**src/rtl/arbiter_puf_engine.sv**
```systemverilog
// K-chain XOR arbiter PUF with majority voting.
// One seed challenge is expanded via LFSR into RESP_W response bits.
module arbiter_puf_engine #(
  parameter int N      = 64,
  parameter int K      = 4,
  parameter int VOTES  = 5,
  parameter int SETTLE = 8,
  parameter int RESP_W = 8
) (
  input  logic              clk,
  input  logic              reset_n,
  input  logic              start,
  input  logic [N-1:0]      challenge,
  input  logic              test_mode,
  input  logic [K-1:0]      tm_bits,
  output logic              busy,
  output logic              done,
  output logic [RESP_W-1:0] resp,
  output logic [RESP_W-1:0] unstable,
  output logic [N-1:0]      chal_o
);

  localparam int VW = $clog2(VOTES + 1);
  localparam int BW = $clog2(RESP_W + 1);
  localparam int SW = $clog2(SETTLE + 1);

  localparam logic [VW-1:0] VMAX  = VW'(VOTES);
  localparam logic [VW-1:0] VLAST = VW'(VOTES - 1);
  localparam logic [VW-1:0] HALF  = VW'(VOTES / 2);
  localparam logic [BW-1:0] BLAST = BW'(RESP_W - 1);
  localparam logic [SW-1:0] SLAST = SW'(SETTLE - 1);

  typedef enum logic [2:0] {
    S_IDLE, S_LOAD, S_ARM, S_LAUNCH,
    S_SETTLE, S_SAMPLE, S_DECIDE, S_DONE
  } state_t;

  state_t state, state_nx;

  logic [N-1:0]  chal;
  logic [VW-1:0] ones, votes;
  logic [BW-1:0] bits;
  logic [SW-1:0] scnt;
  logic [K-1:0]  rail_a, arb, res;
  logic          launch, e, b;

  assign launch = (state == S_LAUNCH) || (state == S_SETTLE)
               || (state == S_SAMPLE);
  assign busy   = (state != S_IDLE);
  assign done   = (state == S_DONE);
  assign chal_o = chal;

  // Mux stage pairs: a set select bit crosses the two rails.
  always_comb begin
    rail_a = '0;
    for (int k = 0; k < K; k++) begin : chain
      logic ra, rb, rt;
      ra = launch;
      rb = 1'b0;
      for (int i = 0; i < N; i++) begin
        rt = ra;
        if (chal[(i + k) % N]) begin
          ra = rb;
          rb = rt;
        end
      end
      rail_a[k] = ra;
    end
  end

  // Arbiter latches are cleared in ARM as well as by reset.
  always_ff @(posedge clk or negedge reset_n) begin
    if (!reset_n)
      arb <= '0;
    else if (state == S_ARM)
      arb <= '0;
    else if (launch)
      arb <= rail_a;
  end

  assign res = test_mode ? tm_bits : arb;
  assign e   = ^res;
  assign b   = (ones > HALF);

  always_ff @(posedge clk or negedge reset_n) begin
    if (!reset_n)
      state <= S_IDLE;
    else
      state <= state_nx;
  end

  always_comb begin
    state_nx = state;
    unique case (state)
      S_IDLE:   if (start) state_nx = S_LOAD;
      S_LOAD:   state_nx = S_ARM;
      S_ARM:    state_nx = S_LAUNCH;
      S_LAUNCH: state_nx = S_SETTLE;
      S_SETTLE: if (scnt == SLAST) state_nx = S_SAMPLE;
      S_SAMPLE: state_nx = (votes < VLAST) ? S_ARM : S_DECIDE;
      S_DECIDE: state_nx = (bits < BLAST) ? S_ARM : S_DONE;
      S_DONE:   state_nx = S_IDLE;
      default:  state_nx = S_IDLE;
    endcase
  end

  always_ff @(posedge clk or negedge reset_n) begin
    if (!reset_n) begin
      chal     <= '0;
      resp     <= '0;
      unstable <= '0;
      ones     <= '0;
      votes    <= '0;
      bits     <= '0;
      scnt     <= '0;
    end else begin
      unique case (state)
        S_LOAD: begin
          chal     <= challenge;
          resp     <= '0;
          unstable <= '0;
          ones     <= '0;
          votes    <= '0;
          bits     <= '0;
          scnt     <= '0;
        end
        S_SETTLE: begin
          scnt <= (scnt == SLAST) ? '0 : scnt + 1'b1;
        end
        S_SAMPLE: begin
          ones  <= ones + VW'(e);
          votes <= votes + 1'b1;
        end
        S_DECIDE: begin
          resp     <= {resp[RESP_W-2:0], b};
          unstable <= {unstable[RESP_W-2:0],
                       (ones != '0) && (ones != VMAX)};
          ones     <= '0;
          votes    <= '0;
          if (bits < BLAST) begin
            bits <= bits + 1'b1;
            chal <= {chal[N-2:0], chal[N-1] ^ chal[N-2] ^ chal[0]};
          end
        end
        default: ;
      endcase
    end
  end

endmodule

```
**config.mk**
```make
export PLATFORM = sky130hd
export DESIGN_NAME = arbiter_puf_engine
export DESIGN_NICKNAME = d
export VERILOG_FILES = /design/src/rtl/arbiter_puf_engine.sv
export SDC_FILE = /design/constraint.sdc
export NUM_CORES = 1
export LEC_CHECK = 0
export CORE_MARGIN = 3
export CORE_UTILIZATION = 43
export CTS_BUF_LIST = sky130_fd_sc_hd__clkbuf_16
export CTS_CLUSTER_DIAMETER = 150
export DETAILED_ROUTE_END_ITERATION = 6
export GPL_TIMING_DRIVEN = 0
export PLACE_DENSITY = 0.77
export SETUP_SLACK_MARGIN = 0.15
export SYNTH_ARGS = -nofsm -noshare
export SYNTH_HDL_FRONTEND = slang
export SYNTH_SLANG_ARGS = --single-unit
```
**constraint.sdc**
```tcl
create_clock -name clk -period 2 [get_ports clk]
set_input_delay 0.4 -clock clk [delete_from_list [all_inputs] [get_ports clk]]
set_output_delay 0.4 -clock clk [all_outputs]
set_load 0.02 [all_outputs]
```
==> metrics.csv <==
stage,metric,value,unit
cts,CTS tree,done,
logic_synthesis,Post-Syn Area,5280,um^2
routing,DR WL/cell,17.3,um
routing,DR vias,4528,
setup_path,element type at the critical path end,output pin,
setup_path,WP data required,1.60,ns
routing,final WL,14900,um
cts,clock latency at the later pin of the worst-skew pair,0.34,ns
logic_synthesis,Yosys cell types,33,
cts,"Clk pin slew, worst setup/hold paths",0.07,ns
sta,worst hold slack,-0.00172,ns
status,failing checks,negative hold slack,
setup_path,startpoint types,flip-flop,
cts,Root Buffer,clkbuf_16,
sta,RSZ-0062 raised after global routing,true,
cells_and_area,"Area growth, synth to finish",49.6,%
sta,Final setup viols,0,
cells_and_area,design area,7890,um^2
logic_synthesis,Synth top area share,47.9,%
floorplanning,total core area,11700,um^2
placed_design,placed cell count,821,
sta,Slew HR,65.7,%
floorplanning,FP Rows,39,
power_and_ir_drop,Leak,3.52,nW
global_routing,global-route wire length before repair,23400,um
logic_synthesis,Area contributors post-synth,"dfrtp_1 (48%), mux2i_1 (12%), xnor2_1 (9.3%), o21ai_0 (7.7%), nand2_1 (6.0%)",
floorplanning,Die H,117,um
floorplanning,die area,13600,um^2
cts,CTS max path bufs,2,
logic_synthesis,Syn Inst Count,524,
hold_path,worst min path class,in -> async,
cells_and_area,ANT cells,0,
cells_and_area,share of cells above drive strength 1,14.7,%
routing,post-route ant nets,0,
cts,CTS Sinks,101,
cells_and_area,fillers,913,
global_routing,grt ovf,0,
logic_synthesis,most common cell in the netlist,dfrtp_1,
floorplanning,Initial Util,45.1,%
placed_design,# port buffers,153,
routing,routed wl met3,1350,um
job,Max-cap violations,0,
floorplanning,Die W,117,um
sta,fin crit period,1.90,ns
logic_synthesis,Avg Inst Size Synth,10.1,um^2
routing,Starting DRT DRC Count,250,
power_and_ir_drop,Pwr Total,4.10,mW
cts,CTS Hold Bufs,0,
sta,"Slew Viols, Final",0,
global_routing,vias in the first global route,4554,
global_routing,pin count of the biggest net entering global routing,72,
power_and_ir_drop,VDD IR max,297,uV
global_routing,initial antenna violation count,0,
cts,CTS H-tree depth,3,
logic_synthesis,synth warn,0,
placed_design,Post-DP Area,7020,um^2
logic_synthesis,Post-synth ARST share,100,%
cts,TritonCTS Buffers,9,
routing,WL met1,6050,um
sta,clk_skew,0.0117,ns
cells_and_area,final std cells w/o fill,858,
logic_synthesis,synth cell count leaders,"dfrtp_1 (101), nand2_1 (84), o21ai_0 (81)",
setup_path,CP Max Fanout,3,
logic_synthesis,post-synthesis sequential area ratio,47.9,%
global_routing,GR Util All Layers,21.8,%
cells_and_area,fin nets,791,
routing,vias per std cell,5.28,
routing,met2 WL post-DR,7330,um
placed_design,HPWL Detailed,10600,um
sta,fmax,0.526,GHz
routing,DRC viols,0,
logic_synthesis,Yosys reg bits,101,
routing,Pre-Repair DR Iteration Count,4,
sta,setup TNS,0,ns
floorplanning,# IOs,154,
setup_path,Crit path arrival time,1.50,ns
sta,Tcrit/Tclk final,95.1,%
logic_synthesis,"area leader, netlist",dfrtp_1,
status,status,finished with violations,
placed_design,Placer Congestion,0.834,
logic_synthesis,commonest register cell after synthesis,dfrtp_1,
power_and_ir_drop,Pwr Density,519,nW/um^2
sta,Worst-Margin Slew,0.510,ns
routing,top layer in use,met4,
logic_synthesis,syn_nets,605,
sta,count of final hold-check violations,2,
setup_path,crit path kind,reg -> out,
logic_synthesis,"EDFF count, synth",0,
final timing paths:
check,start,end,slack (ns),depth (start not counted)
max,chal_o[49]$_DFFE_PN0P_,chal_o[49],0.1,2
min,reset_n,arb[3]$_DFFE_PN0P_,-0.002,1
max reg2reg,chal_o[63]$_DFFE_PN0P_,arb[1]$_DFFE_PN0P_,0.12,7
min reg2reg,resp[7]$_DFFE_PN0N_,resp[7]$_DFFE_PN0N_,0.51,1
max in group asynchronous,reset_n,chal_o[36]$_DFFE_PN0P_,1.30,2
min in group clk,resp[7]$_DFFE_PN0N_,resp[7]$_DFFE_PN0N_,0.51,1
critical path, stage by stage (launching register included):
cell and delay (ns):
dfrtp_1 0.41, buf_4 0.15, clkdlybuf4s50_1 0.60
per-stage QoR:
step	utilization [%]	setup slack, ns
after floorplan	-	0.173
after global placement	59.7	-3.27
after detailed placement	59.9	-0.328
after CTS	64.3	0.0822
after global routing	67.4	-0.0300
final	67.4	0.0984
final cells by class:
| type | instances | area [um^2] | share of cell area [%] |
|---|---|---|---|
| Buffer | 31 | 284 | 3.60 |
| Clock buffer | 9 | 225 | 2.85 |
| Clock inverter | 7 | 60.1 | 0.761 |
| Inverter | 7 | 28.8 | 0.365 |
| Multi-Input combinational cell | 384 | 2780 | 35.2 |
| Sequential cell | 101 | 2530 | 32.1 |
| Tap cell | 143 | 179 | 2.27 |
| Timing Repair Buffer | 176 | 1810 | 22.9 |
cells in the final DEF, fill, tap and decap left out, types with 4 or more instances in the layout:
| master | instances |
|---|---|
| nor2_4 | 4 |
| xor2_1 | 11 |
| xnor2_1 | 45 |
| a31oi_1 | 4 |
| dfrtp_2 | 6 |
| dlymetal6s2s_1 | 27 |
| buf_4 | 27 |
| dfrtp_1 | 95 |
| nor2_1 | 9 |
| ha_1 | 4 |
| inv_1 | 7 |
| o21ai_1 | 11 |
| clkbuf_2 | 5 |
| clkdlybuf4s50_1 | 119 |
| xnor2_2 | 11 |
| buf_6 | 8 |
| mux2i_1 | 64 |
| a22o_1 | 15 |
| nand2b_1 | 4 |
| nand2_1 | 84 |
| o21ai_0 | 69 |
| a21oi_1 | 13 |
| buf_2 | 6 |
| clkbuf_16 | 10 |
| dlygate4sd2_1 | 4 |
cells by family (layout without fill, tap and decap cells):
group / count (synthesis) / count (layout) / share of synthesized area (%)
xor+xnor: 69 / 69 / 11.6
simple gates: 113 / 113 / 8.63
flops: 101 / 101 / 47.9
buf+inv: 39 / 230 / 3.08
fa+ha+maj: 9 / 9 / 2.13
compound gates: 125 / 125 / 13.7
mux: 68 / 68 / 13.0
sequential cells by signal (all words and copies together) (netlist names):
| signal | flops |
|---|---|
| chal_o | 64 |
| resp | 8 |
| unstable | 8 |
| arb | 4 |
| bits | 4 |
| scnt | 4 |
| ones | 3 |
| state | 3 |
| votes | 3 |
report_power, final:
group	switching [mW]	internal [mW]
combinational	0.114	0.191
sequential	0.0267	2.06
clock	0.756	0.953
total	0.896	3.20
routing by layer:
layer  GRT usage, %  vias to the layer above
li1               -                     2175
met3           7.51                       12
met5              0                        -
met1           28.1                     2186
met2           35.5                      155
met4           5.43                        0
timing repair:
action,CTS,global route
gates cloned,0,1
resized for setup,79,82
endpoints found under the setup margin,97,112
setup buffers,7,14
pin swaps,6,19
Note: power is estimated with default switching activity, not from simulation.
